`config.mk`:
```
export PLATFORM = sky130hd
export DESIGN_NAME = card_blit_ctrl_flat
export DESIGN_NICKNAME = d
export VERILOG_FILES = /design/src/rtl/card_gfx_pkg.sv /design/src/rtl/card_blit_ctrl_if.sv /design/src/rtl/card_blit_ctrl_rect_walker.sv /design/src/rtl/card_blit_ctrl.sv /design/src/flat_wrapper.sv
export SDC_FILE = /design/constraint.sdc
export NUM_CORES = 1
export LEC_CHECK = 0
export CAP_MARGIN = 20
export CORE_MARGIN = 2
export CORE_UTILIZATION = 53
export DETAILED_ROUTE_END_ITERATION = 10
export GPL_TIMING_DRIVEN = 0
export MAX_ROUTING_LAYER = met4
export PLACE_DENSITY = 0.8
export SYNTH_ARGS = -nofsm -noshare
export SYNTH_HDL_FRONTEND = slang
export SYNTH_SLANG_ARGS = --single-unit
```
`constraint.sdc`:
```
create_clock -name clock -period 2.4 [get_ports clock]
set_input_delay 0.48 -clock clock [delete_from_list [all_inputs] [get_ports clock]]
set_output_delay 0.48 -clock clock [all_outputs]
set_load 0.01 [all_outputs]
```
`src/rtl/card_gfx_pkg.sv`:
```
// -----------------------------------------------------------------------------
// card_gfx_pkg
//   Shared geometry, address widths and type definitions for the card
//   blitter: frame-buffer size, card sprite size, sprite ROM layout, the
//   command opcode enum and the blitter state enum.
//   Ports: none (package).
// -----------------------------------------------------------------------------
package card_gfx_pkg;

    localparam int FB_COLS      = 256;
    localparam int FB_ROWS      = 240;
    localparam int FB_WORDS     = FB_COLS * FB_ROWS;   // 61440
    localparam int C_LENGTH     = 16;
    localparam int C_HEIGHT     = 20;
    localparam int NUM_CARDS    = 36;
    localparam int SPRITE_WORDS = C_LENGTH * C_HEIGHT; // 320
    localparam int FB_AW        = 17;
    localparam int ROM_AW       = 14;

    typedef enum logic {
        OP_BLIT  = 1'b0,
        OP_CLEAR = 1'b1
    } blit_op_e;

    typedef enum logic [2:0] {
        IDLE,
        CHECK,
        BLIT,
        FILL,
        DRAIN,
        DONE
    } blit_state_e;

    // First ROM word of sprite n: n*320 = n*256 + n*64.
    function automatic logic [ROM_AW-1:0] sprite_base(input logic [5:0] card);
        logic [ROM_AW-1:0] c;
        c = {8'b0, card};
        return (c << 8) + (c << 6);
    endfunction

endpackage

```
`src/rtl/card_blit_ctrl_if.sv`:
```
// -----------------------------------------------------------------------------
// card_blit_ctrl_if
//   Bundles the blitter's command handshake, sprite ROM read port,
//   frame-buffer write port and status flags.
//   slave  modport: the blitter (consumes commands / ROM data, drives writes)
//   master modport: the environment (game logic, ROM, frame buffer)
//   Signals:
//     cmd_valid/cmd_ready  command handshake
//     cmd_op/card/x/y/color command fields (sampled on accept)
//     rom_addr/rom_data    sprite ROM, data returns one cycle after address
//     fb_we/fb_addr/fb_data frame-buffer port A write
//     busy/done/err        status (done/err are one-cycle pulses)
// -----------------------------------------------------------------------------
interface card_blit_ctrl_if;
    import card_gfx_pkg::*;

    logic                cmd_valid;
    logic                cmd_ready;
    blit_op_e            cmd_op;
    logic [5:0]          cmd_card;
    logic [7:0]          cmd_x;
    logic [7:0]          cmd_y;
    logic [2:0]          cmd_color;
    logic [ROM_AW-1:0]   rom_addr;
    logic [2:0]          rom_data;
    logic                fb_we;
    logic [FB_AW-1:0]    fb_addr;
    logic [2:0]          fb_data;
    logic                busy;
    logic                done;
    logic                err;

    modport slave (
        input  cmd_valid, cmd_op, cmd_card, cmd_x, cmd_y, cmd_color, rom_data,
        output cmd_ready, rom_addr, fb_we, fb_addr, fb_data, busy, done, err
    );

    modport master (
        output cmd_valid, cmd_op, cmd_card, cmd_x, cmd_y, cmd_color, rom_data,
        input  cmd_ready, rom_addr, fb_we, fb_addr, fb_data, busy, done, err
    );

endinterface

```
`src/rtl/card_blit_ctrl_rect_walker.sv`:
```
// -----------------------------------------------------------------------------
// rect_walker
//   Row/column counters that scan a W x H rectangle, column innermost.
//   Ports:
//     clock, reset  system clock, synchronous active-high reset
//     start_i       restart at (row 0, col 0); wins over step_i
//     step_i        advance one pixel; holds once the last pixel is reached
//     col_o, row_o  current pixel
//     last_o        current pixel is (H-1, W-1)
// -----------------------------------------------------------------------------
module rect_walker #(
    parameter int W  = 16,
    parameter int H  = 20,
    parameter int CW = $clog2(W),
    parameter int RW = $clog2(H)
) (
    input  logic          clock,
    input  logic          reset,
    input  logic          start_i,
    input  logic          step_i,
    output logic [CW-1:0] col_o,
    output logic [RW-1:0] row_o,
    output logic          last_o
);

    localparam logic [CW-1:0] COL_LAST = CW'(W - 1);
    localparam logic [RW-1:0] ROW_LAST = RW'(H - 1);

    logic [CW-1:0] col_q, col_d;
    logic [RW-1:0] row_q, row_d;
    logic          last;

    assign last = (col_q == COL_LAST) && (row_q == ROW_LAST);

    always_comb begin
        col_d = col_q;
        row_d = row_q;
        if (start_i) begin
            col_d = '0;
            row_d = '0;
        end else if (step_i && !last) begin
            if (col_q == COL_LAST) begin
                col_d = '0;
                row_d = row_q + RW'(1);
            end else begin
                col_d = col_q + CW'(1);
            end
        end
    end

    always_ff @(posedge clock) begin
        if (reset) begin
            col_q <= '0;
            row_q <= '0;
        end else begin
            col_q <= col_d;
            row_q <= row_d;
        end
    end

    assign col_o  = col_q;
    assign row_o  = row_q;
    assign last_o = last;

endmodule

```
`src/rtl/card_blit_ctrl.sv`:
```
// -----------------------------------------------------------------------------
// card_blit_ctrl
//   Write-side sequencer for the 256x240x3b frame buffer. A BLIT command
//   copies one 16x20 card sprite from the sprite ROM to pixel (x,y), skipping
//   transparent pixels; a CLEAR command fills the whole frame with one colour.
//   Ports:
//     clock   system clock
//     reset   synchronous, active-high; aborts any command in flight
//     bus     card_blit_ctrl_if.slave: command handshake, ROM read port,
//             frame-buffer write port, busy/done/err status
// -----------------------------------------------------------------------------
module card_blit_ctrl
    import card_gfx_pkg::*;
#(
    parameter bit         TRANSP_EN  = 1'b1,
    parameter logic [2:0] TRANSP_KEY = 3'b000
) (
    input  logic             clock,
    input  logic             reset,
    card_blit_ctrl_if.slave  bus
);

    localparam logic [FB_AW-1:0] FB_LAST = FB_AW'(FB_WORDS - 1);

    blit_state_e       state_q, state_d;

    // Command fields, loaded only on accept.
    blit_op_e          op_q;
    logic [5:0]        card_q;
    logic [7:0]        x_q;
    logic [7:0]        y_q;
    logic [2:0]        color_q;

    logic [ROM_AW-1:0] rom_addr_q;
    logic [FB_AW-1:0]  fb_addr_q;
    logic              wr_vld_q;     // a ROM read was issued last cycle

    logic              accept;
    logic              reject;
    logic [8:0]        x_end;
    logic [8:0]        y_end;
    logic              walk_start;
    logic              walk_last;
    logic [3:0]        walk_col;
    logic [4:0]        walk_row;
    logic              fill_last;
    logic [FB_AW-1:0]  blit_addr;
    logic              transparent;

    assign accept = bus.cmd_valid && bus.cmd_ready;

    // Nine-bit sums so x=255 + 16 cannot wrap into a false pass.
    assign x_end  = {1'b0, x_q} + 9'(C_LENGTH);
    assign y_end  = {1'b0, y_q} + 9'(C_HEIGHT);
    assign reject = (card_q >= 6'(NUM_CARDS)) ||
                    (x_end > 9'(FB_COLS)) ||
                    (y_end > 9'(FB_ROWS));

    assign walk_start = (state_q == CHECK) && (op_q == OP_BLIT) && !reject;
    assign fill_last  = (fb_addr_q == FB_LAST);

    // FB_COLS is 256, so y*FB_COLS + x is just {y, x}.
    assign blit_addr   = {1'b0, y_q + 8'(walk_row), x_q + 8'(walk_col)};
    assign transparent = TRANSP_EN && (bus.rom_data == TRANSP_KEY);

    rect_walker #(
        .W (C_LENGTH),
        .H (C_HEIGHT)
    ) u_walker (
        .clock   (clock),
        .reset   (reset),
        .start_i (walk_start),
        .step_i  (state_q == BLIT),
        .col_o   (walk_col),
        .row_o   (walk_row),
        .last_o  (walk_last)
    );

    // Next state and outputs. Strobes are masked by reset so an abort takes
    // effect in the very cycle reset is raised.
    always_comb begin
        state_d       = state_q;
        bus.cmd_ready = 1'b0;
        bus.busy      = 1'b0;
        bus.done      = 1'b0;
        bus.err       = 1'b0;
        bus.fb_we     = 1'b0;
        bus.fb_data   = 3'b000;

        unique case (state_q)
            IDLE:  if (accept) state_d = CHECK;
            CHECK: begin
                if (op_q == OP_CLEAR) state_d = FILL;
                else if (reject)      state_d = IDLE;
                else                  state_d = BLIT;
            end
            BLIT:  if (walk_last) state_d = DRAIN;
            FILL:  if (fill_last) state_d = DONE;
            DRAIN: state_d = DONE;
            DONE:  state_d = IDLE;
            default: state_d = IDLE;
        endcase

        if (!reset) begin
            bus.cmd_ready = (state_q == IDLE);
            bus.busy      = (state_q != IDLE);
            bus.done      = (state_q == DONE);
            bus.err       = (state_q == CHECK) && (op_q == OP_BLIT) && reject;
            if (state_q == FILL) begin
                bus.fb_we   = 1'b1;
                bus.fb_data = color_q;
            end else if (wr_vld_q) begin
                bus.fb_we   = !transparent;
                bus.fb_data = bus.rom_data;
            end
        end
    end

    always_ff @(posedge clock) begin
        if (reset) begin
            state_q    <= IDLE;
            wr_vld_q   <= 1'b0;
            rom_addr_q <= '0;
            fb_addr_q  <= '0;
        end else begin
            state_q  <= state_d;
            wr_vld_q <= (state_q == BLIT);

            // Sprite words are row-major and contiguous, so the read address
            // simply counts up from the sprite base.
            if (walk_start)
                rom_addr_q <= sprite_base(card_q);
            else if ((state_q == BLIT) && !walk_last)
                rom_addr_q <= rom_addr_q + ROM_AW'(1);

            // Write address: the BLIT path registers the address of the pixel
            // being read now, so it lines up with rom_data next cycle.
            if ((state_q == CHECK) && (op_q == OP_CLEAR))
                fb_addr_q <= '0;
            else if ((state_q == FILL) && !fill_last)
                fb_addr_q <= fb_addr_q + FB_AW'(1);
            else if (state_q == BLIT)
                fb_addr_q <= blit_addr;
        end
    end

    always_ff @(posedge clock) begin
        if (accept) begin
            op_q    <= bus.cmd_op;
            card_q  <= bus.cmd_card;
            x_q     <= bus.cmd_x;
            y_q     <= bus.cmd_y;
            color_q <= bus.cmd_color;
        end
    end

    assign bus.rom_addr = rom_addr_q;
    assign bus.fb_addr  = fb_addr_q;

endmodule

```
`src/flat_wrapper.sv`:
```
// flat-port wrapper written by rule: the top's interface ports become plain ports
module card_blit_ctrl_flat import card_gfx_pkg::*;
#(
    parameter bit         TRANSP_EN  = 1'b1,
    parameter logic [2:0] TRANSP_KEY = 3'b000
)
  (clock, reset, bus_cmd_valid, bus_cmd_op, bus_cmd_card, bus_cmd_x, bus_cmd_y, bus_cmd_color, bus_rom_data, bus_cmd_ready, bus_rom_addr, bus_fb_we, bus_fb_addr, bus_fb_data, bus_busy, bus_done, bus_err);
  card_blit_ctrl_if bus_i ();
  input  logic clock;
  input  logic reset;
  input wire logic [$bits(bus_i.cmd_valid)-1:0] bus_cmd_valid;
  input wire logic [$bits(bus_i.cmd_op)-1:0] bus_cmd_op;
  input wire logic [$bits(bus_i.cmd_card)-1:0] bus_cmd_card;
  input wire logic [$bits(bus_i.cmd_x)-1:0] bus_cmd_x;
  input wire logic [$bits(bus_i.cmd_y)-1:0] bus_cmd_y;
  input wire logic [$bits(bus_i.cmd_color)-1:0] bus_cmd_color;
  input wire logic [$bits(bus_i.rom_data)-1:0] bus_rom_data;
  output wire logic [$bits(bus_i.cmd_ready)-1:0] bus_cmd_ready;
  output wire logic [$bits(bus_i.rom_addr)-1:0] bus_rom_addr;
  output wire logic [$bits(bus_i.fb_we)-1:0] bus_fb_we;
  output wire logic [$bits(bus_i.fb_addr)-1:0] bus_fb_addr;
  output wire logic [$bits(bus_i.fb_data)-1:0] bus_fb_data;
  output wire logic [$bits(bus_i.busy)-1:0] bus_busy;
  output wire logic [$bits(bus_i.done)-1:0] bus_done;
  output wire logic [$bits(bus_i.err)-1:0] bus_err;
  assign bus_i.cmd_valid = bus_cmd_valid;
  assign bus_i.cmd_op = bus_cmd_op;
  assign bus_i.cmd_card = bus_cmd_card;
  assign bus_i.cmd_x = bus_cmd_x;
  assign bus_i.cmd_y = bus_cmd_y;
  assign bus_i.cmd_color = bus_cmd_color;
  assign bus_i.rom_data = bus_rom_data;
  assign bus_cmd_ready = bus_i.cmd_ready;
  assign bus_rom_addr = bus_i.rom_addr;
  assign bus_fb_we = bus_i.fb_we;
  assign bus_fb_addr = bus_i.fb_addr;
  assign bus_fb_data = bus_i.fb_data;
  assign bus_busy = bus_i.busy;
  assign bus_done = bus_i.done;
  assign bus_err = bus_i.err;
  card_blit_ctrl #(.TRANSP_EN(TRANSP_EN), .TRANSP_KEY(TRANSP_KEY)) u_core (.clock(clock), .reset(reset), .bus(bus_i));
endmodule
```
### Yosys cells after proc, flatten, opt, wreduce, memory -nomap -nowiden

Cells that the tools add are included.

| cells by class | value |
|---|---|
| reductions and logical operators | 23 |
| $add $sub $neg | 9 |
| shift-type cells | 0 |
| bitwise operators | 1 |
| order comparisons | 3 |
| div/mod/pow operators | 0 |
| mux-type cells | 21 |
| $mul | 0 |
| eq/ne operators | 11 |

Operators by type and width:

| kind | number |
|---|---|
| $mux 17 | 2 |
| $mux 14 | 2 |
| $mux 3 | 7 |
| $add 8x5->9 const B | 2 |
| $add 17x1->17 const B | 1 |
| $eq 17x16->1 const B | 1 |
| $pmux 3 s5 | 1 |
| $add 14x1->14 const B | 1 |
| $add 14x12->14 | 1 |
| $gt 9x8->1 const B | 1 |
| $gt 9x9->1 const B | 1 |
| $add 8x4->8 | 1 |
| $add 8x5->8 | 1 |
| $logic_and 1x1->1 | 8 |
| $mux 1 | 7 |
| $eq 3x2->1 const B | 2 |
| $eq 3x3->1 const B | 2 |
| $ge 6x6->1 const B | 1 |
| $logic_not 3->1 | 2 |
| $ne 2x1->1 const B | 3 |
| $add 5x1->5 const B | 1 |
| $eq 5x5->1 const B | 1 |
| $add 4x1->4 const B | 1 |
| $eq 4x4->1 const B | 1 |
| other kinds (11) | 17 |

| storage, ports and cells | value |
|---|---|
| bits in writable memories | 0 |
| input port bits | 32 |
| word-level logic and storage cells | 79 |
| latch bits | 0 |
| memories kept | 0 |
| register bits after elaboration | 70 |
| memory bits (read-only) | 0 |

### Depth between registers and ports, before layout

| depth | value |
|---|---|
| word-level depth | 7 |
| gate-level depth with buffers | 8 |
| gate-level depth less buffers | 8 |

### By module

From an unflattened synthesis, not the netlist that was laid out.

| second synthesis, totals | value |
|---|---|
| cell total of the unflattened synthesis | 431 |
| area total of the unflattened synthesis | 4095.2 sq um |

Modules (own cells, without submodules):

| module | area an instance (sq um) | cells each | times used |
|---|---|---|---|
| card_blit_ctrl | 3613.5 | 376 | 1 |
| rect_walker | 481.7 | 55 | 1 |

### Least setup slack after synthesis

No wires, ideal clock.

| path | value |
|---|---|
| kind | flip-flop to flip-flop |
| start point | register u_core.state_q[0] |
| end point | register u_core.card_q[0] (enable) |
| clock period less this slack | 2.254 ns |
| cell stages (with the launch flop) | 5 |
| setup time | 0.385 ns |
| required time | 2.015 ns |
| setup slack | 0.146 ns |
| arrival time | 1.869 ns |
| cell sequence | dfxtp_1 > buf_6 > clkbuf_1 > nor4_1 > and2_1 |

| on the way | value |
|---|---|
| word-level cells in the longest chain between the ends | 3 |

RTL lines:

| element | line | RTL |
|---|---|---|
| start, declared | card_blit_ctrl.sv:25 | `blit_state_e state_q, state_d;` |
| start signal, assigned | card_blit_ctrl.sv:126 | `state_q <= state_d;` |
| $logic_not 3->1 | card_blit_ctrl.sv:105 | `bus.cmd_ready = (state_q == IDLE);` |
| $mux 1 | card_blit_ctrl.sv:104 | `if (!reset) begin` |
| named net bus_cmd_ready | flat_wrapper.sv:18 | `output wire logic [$bits(bus_i.cmd_ready)-1:0] bus_cmd_ready;` |
| $logic_and 1x1->1 | card_blit_ctrl.sv:50 | `assign accept = bus.cmd_valid && bus.cmd_ready;` |
| named net u_core.accept | card_blit_ctrl.sv:38 | `logic accept;` |
| end signal, assigned | card_blit_ctrl.sv:150 | `card_q <= bus.cmd_card;` |
| end, declared | card_blit_ctrl.sv:29 | `logic [5:0] card_q;` |

The timed path passes the listed nets, and every way through them passes these cells.
A chain may end at the register's enable or synchronous reset.

### Worst setup path in the final report

| path | value |
|---|---|
| start point | register u_core.x_q[2] |
| end point | output port bus_err |

| on the way | value |
|---|---|
| word-level cells in the longest chain between the ends | 6 |

RTL lines:

| element | line | RTL |
|---|---|---|
| start, declared | card_blit_ctrl.sv:30 | `logic [7:0] x_q;` |
| start signal, assigned | card_blit_ctrl.sv:151 | `x_q <= bus.cmd_x;` |
| $add 8x5->9 | card_blit_ctrl.sv:53 | `assign x_end = {1'b0, x_q} + 9'(C_LENGTH);` |
| $gt 9x9->1 | card_blit_ctrl.sv:56 | `(x_end > 9'(FB_COLS)) \|\|` |
| $logic_or 1x1->1 | card_blit_ctrl.sv:55 | `assign reject = (card_q >= 6'(NUM_CARDS)) \|\|` |
| $logic_or 1x1->1 | card_blit_ctrl.sv:56 |  |
| $logic_and 1x1->1 | card_blit_ctrl.sv:108 | `bus.err = (state_q == CHECK) && (op_q == OP_BLIT) && reject;` |
| $mux 1 | card_blit_ctrl.sv:104 |  |
| end, declared | flat_wrapper.sv:25 | `output wire logic [$bits(bus_i.err)-1:0] bus_err;` |

Every way passes these cells.

==> impl_metrics.json <==
{
  "std_cell_rows": 31,
  "period_needed_ps": 2382,
  "drv_slew": 0,
  "synth_top_area_frac": 0.2169,
  "h-tree-depth": 3,
  "utilization": 0.7107,
  "crit_type": "register to output pin",
  "num_io_pins": 71,
  "crit_slowest_cell": "or4_1",
  "drv_cap": 0,
  "rsz0062_at_grt": "true",
  "setup_violations": 0,
  "finClkSkew_ps": 5.901,
  "max_freq_ghz": 0.4198,
  "cts_buffer_depth": 2,
  "grt-ovfl-total": 0,
  "holdBufCountCts": 0,
  "synth_cells": 436,
  "period_share": 0.9925,
  "peakVddDrop_v": 0.0003757,
  "grt_pass1_wl_um": 17290,
  "tightest_slew_ps": 800.7,
  "clock-sinks": 70,
  "clk_pin_slew_ps": 70,
  "fin_nets": 581,
  "num_antenna_cells": 0,
  "hpwl_um": 7692,
  "dp_cells": 605,
  "grt_pass1_vias": 3556,
  "cp-end-kind": "output pin",
  "cts_root_buf": "clkbuf_8",
  "fin_cells": 633,
  "synth_area_mm2": 0.004061,
  "route.detailed.drc": 0,
  "hold_viol_final": 0,
  "crit_chain": "or4_1 -> a32o_2 -> nor2_4 -> nor3_2 -> buf_2",
  "vias": 3764,
  "synth-seq-cells": 70,
  "synth_top_flop_cell": "dfxtp_1",
  "yosysTopAreaCell": "dfxtp_1",
  "ys_types": 69,
  "vias_per_cell": 5.946,
  "clock_latency_ps": 350,
  "netlist_top_cells_area": "dfxtp_1 (22%), edfxtp_1 (19%), ha_1 (5.2%)",
  "antenna_found_initial": 0,
  "grt_usage": 0.2646,
  "grt_max_degree": 27,
  "die_w_um": 91.54,
  "yosysSeqAreaShare": 0.4091,
  "wl_per_cell_um": 16.85,
  "numCtsBuffers": 9,
  "tns_ps": 0,
  "rr_worst_depth": 7,
  "dieArea_mm2": 0.008380,
  "critPathLaunchType": "register",
  "power_density_mw_per_mm2": 510.7,
  "power_w": 0.002661,
  "synth_edf_count": 26,
  "cts_tree": "built",
  "p_leak_nw": 1.927,
  "die_h_um": 91.54,
  "final_layout_size_suffix_gt1_frac": 0.1236,
  "gp_congestion": 0.9659,
  "cp.required_ps": 1920,
  "core_area_mm2": 0.007331,
  "hold_depth": 2,
  "syn_to_final_growth_pct": 28.28,
  "arrival_ps": 1900,
  "syn_nets": 488,
  "cp_max_fo": 2,
  "drt_iter0_drc": 223,
  "initial_core_util": 0.5540,
  "drtPass1Iterations": 6,
  "yosysWarnings": 0,
  "maxSlewHeadroom": 0.4662,
  "min-delay-path-class": "register to register",
  "synthArstFlopShare": 0,
  "slowest_delay_ps": 540,
  "detail-route-antenna-nets": 0,
  "portBuffers": 70,
  "status": "finished clean",
  "drt-total-wl_um": 10670,
  "avgSynthCellArea_um2": 9.315
}
==> worst max-delay path, delay by kind of cell (launching register included) <==
family,cells,cell delay [ps]
simple gates,3,690
buf+inv,1,140
flops,1,410
compound gates,1,310
==> cells in the final DEF (no fill, tap or decap), types with 8 or more instances in the layout <==
| master | n |
|---|---|
| o21ai_0 | 13 |
| inv_1 | 16 |
| nand3_1 | 23 |
| ha_1 | 17 |
| a21oi_1 | 31 |
| clkbuf_1 | 10 |
| a31oi_1 | 8 |
| clkdlybuf4s50_1 | 62 |
| xnor2_1 | 15 |
| xor2_1 | 16 |
| nor2_1 | 42 |
| and3_1 | 12 |
| buf_4 | 17 |
| clkbuf_8 | 11 |
| nand2_1 | 33 |
| edfxtp_1 | 26 |
| dfxtp_1 | 44 |
| nand4_1 | 8 |
==> flip-flops by register name, indices dropped and copies added (netlist names) <==
register	cells
u_core.color_q	3
u_core.card_q	6
u_core.op_q	1
u_core.y_q	8
u_core.bus.fb_addr	17
u_core.u_walker.row_o	5
u_core.bus.rom_addr	14
u_core.state_q	3
u_core.x_q	8
u_core.u_walker.col_o	4
u_core.wr_vld_q	1
==> cell type report <==
| type | instances | area, um^2 |
|---|---|---|
| Timing Repair Buffer | 84 | 803.3 |
| Tap cell | 99 | 123.9 |
| Fill cell | 555 | 2121 |
| Buffer | 17 | 115.1 |
| Inverter | 16 | 60.06 |
| Sequential cell | 70 | 1662 |
| Multi-Input combinational cell | 331 | 2275 |
| Clock buffer | 15 | 166.4 |
| Clock inverter | 1 | 5.005 |
==> stage by stage <==
step | hold WS, ps | area [um^2] | setup WS (ps)
floorplan | 466.4 | 4061 | 145.6
global placement | 487.4 | 4886 | -736.2
detailed placement | 497.7 | 4886 | -735.0
CTS | 506.4 | 5149 | 2.719
global route | 539.3 | 5210 | -27.47
finish | 507.0 | 5210 | 18.08
==> worst paths after layout <==
check | from | to | slack [ps]
worst max register to register | u_core.x_q[2] | u_core.bus.rom_addr[0] | 100
worst max-delay path | u_core.x_q[2] | bus_err | 20
worst min-delay path | u_core.u_walker.col_o[3] | u_core.u_walker.col_o[3] | 510
worst min register to register | u_core.u_walker.col_o[3] | u_core.u_walker.col_o[3] | 510
==> timing repair <==
action | CTS | global route
buffers inserted | 9 | 5
gates resized for setup | 24 | 10
endpoints found under the setup margin | 37 | 15
pin swaps | 4 | 5
==> power breakdown <==
| group | switching [W] | internal (W) | leakage (nW) |
|---|---|---|---|
| clock | 0.000437 | 0.000433 | 0.0877 |
| combinational | 0.000224 | 0.000217 | 1.24 |
| sequential | 0.0000593 | 0.00129 | 0.597 |
==> cells in the mapped netlist, drive strengths merged (4+ instances only) <==
cell and number:
dfxtp 44, nor2 44, nand2 33, a21oi 31
edfxtp 26, nand3 23, ha 17, inv 16
xor2 16, xnor2 15, o21ai 14, a211oi 13
and3 12, clkbuf 11, a31oi 8, buf 8
nand2b 8, nand4 8, nor3 8, nor4 5
nor2b 4, o221ai 4, o22ai 4, or3 4
==> logic make-up after synthesis <==
group	after synthesis	share of synthesized area
and+or+nand+nor	170	0.2209
AOI/OAI and AO/OA	106	0.1861
DFF	70	0.4091
buffers and inverters	35	0.03974
xor gates and xnor gates	31	0.06685
adders and majority gates	20	0.06716
muxes	4	0.01017
==> routing by layer <==
metal | wire length (um) | GRT usage | vias to the layer above
met5 | 0 | - | -
met4 | 129 | 0.08333 | 0
met2 | 5353 | 0.4259 | 160
met1 | 4463 | 0.3403 | 1790
met3 | 719 | 0.04564 | 16
li1 | - | - | 1798
Power figures use the tool's default switching activity.
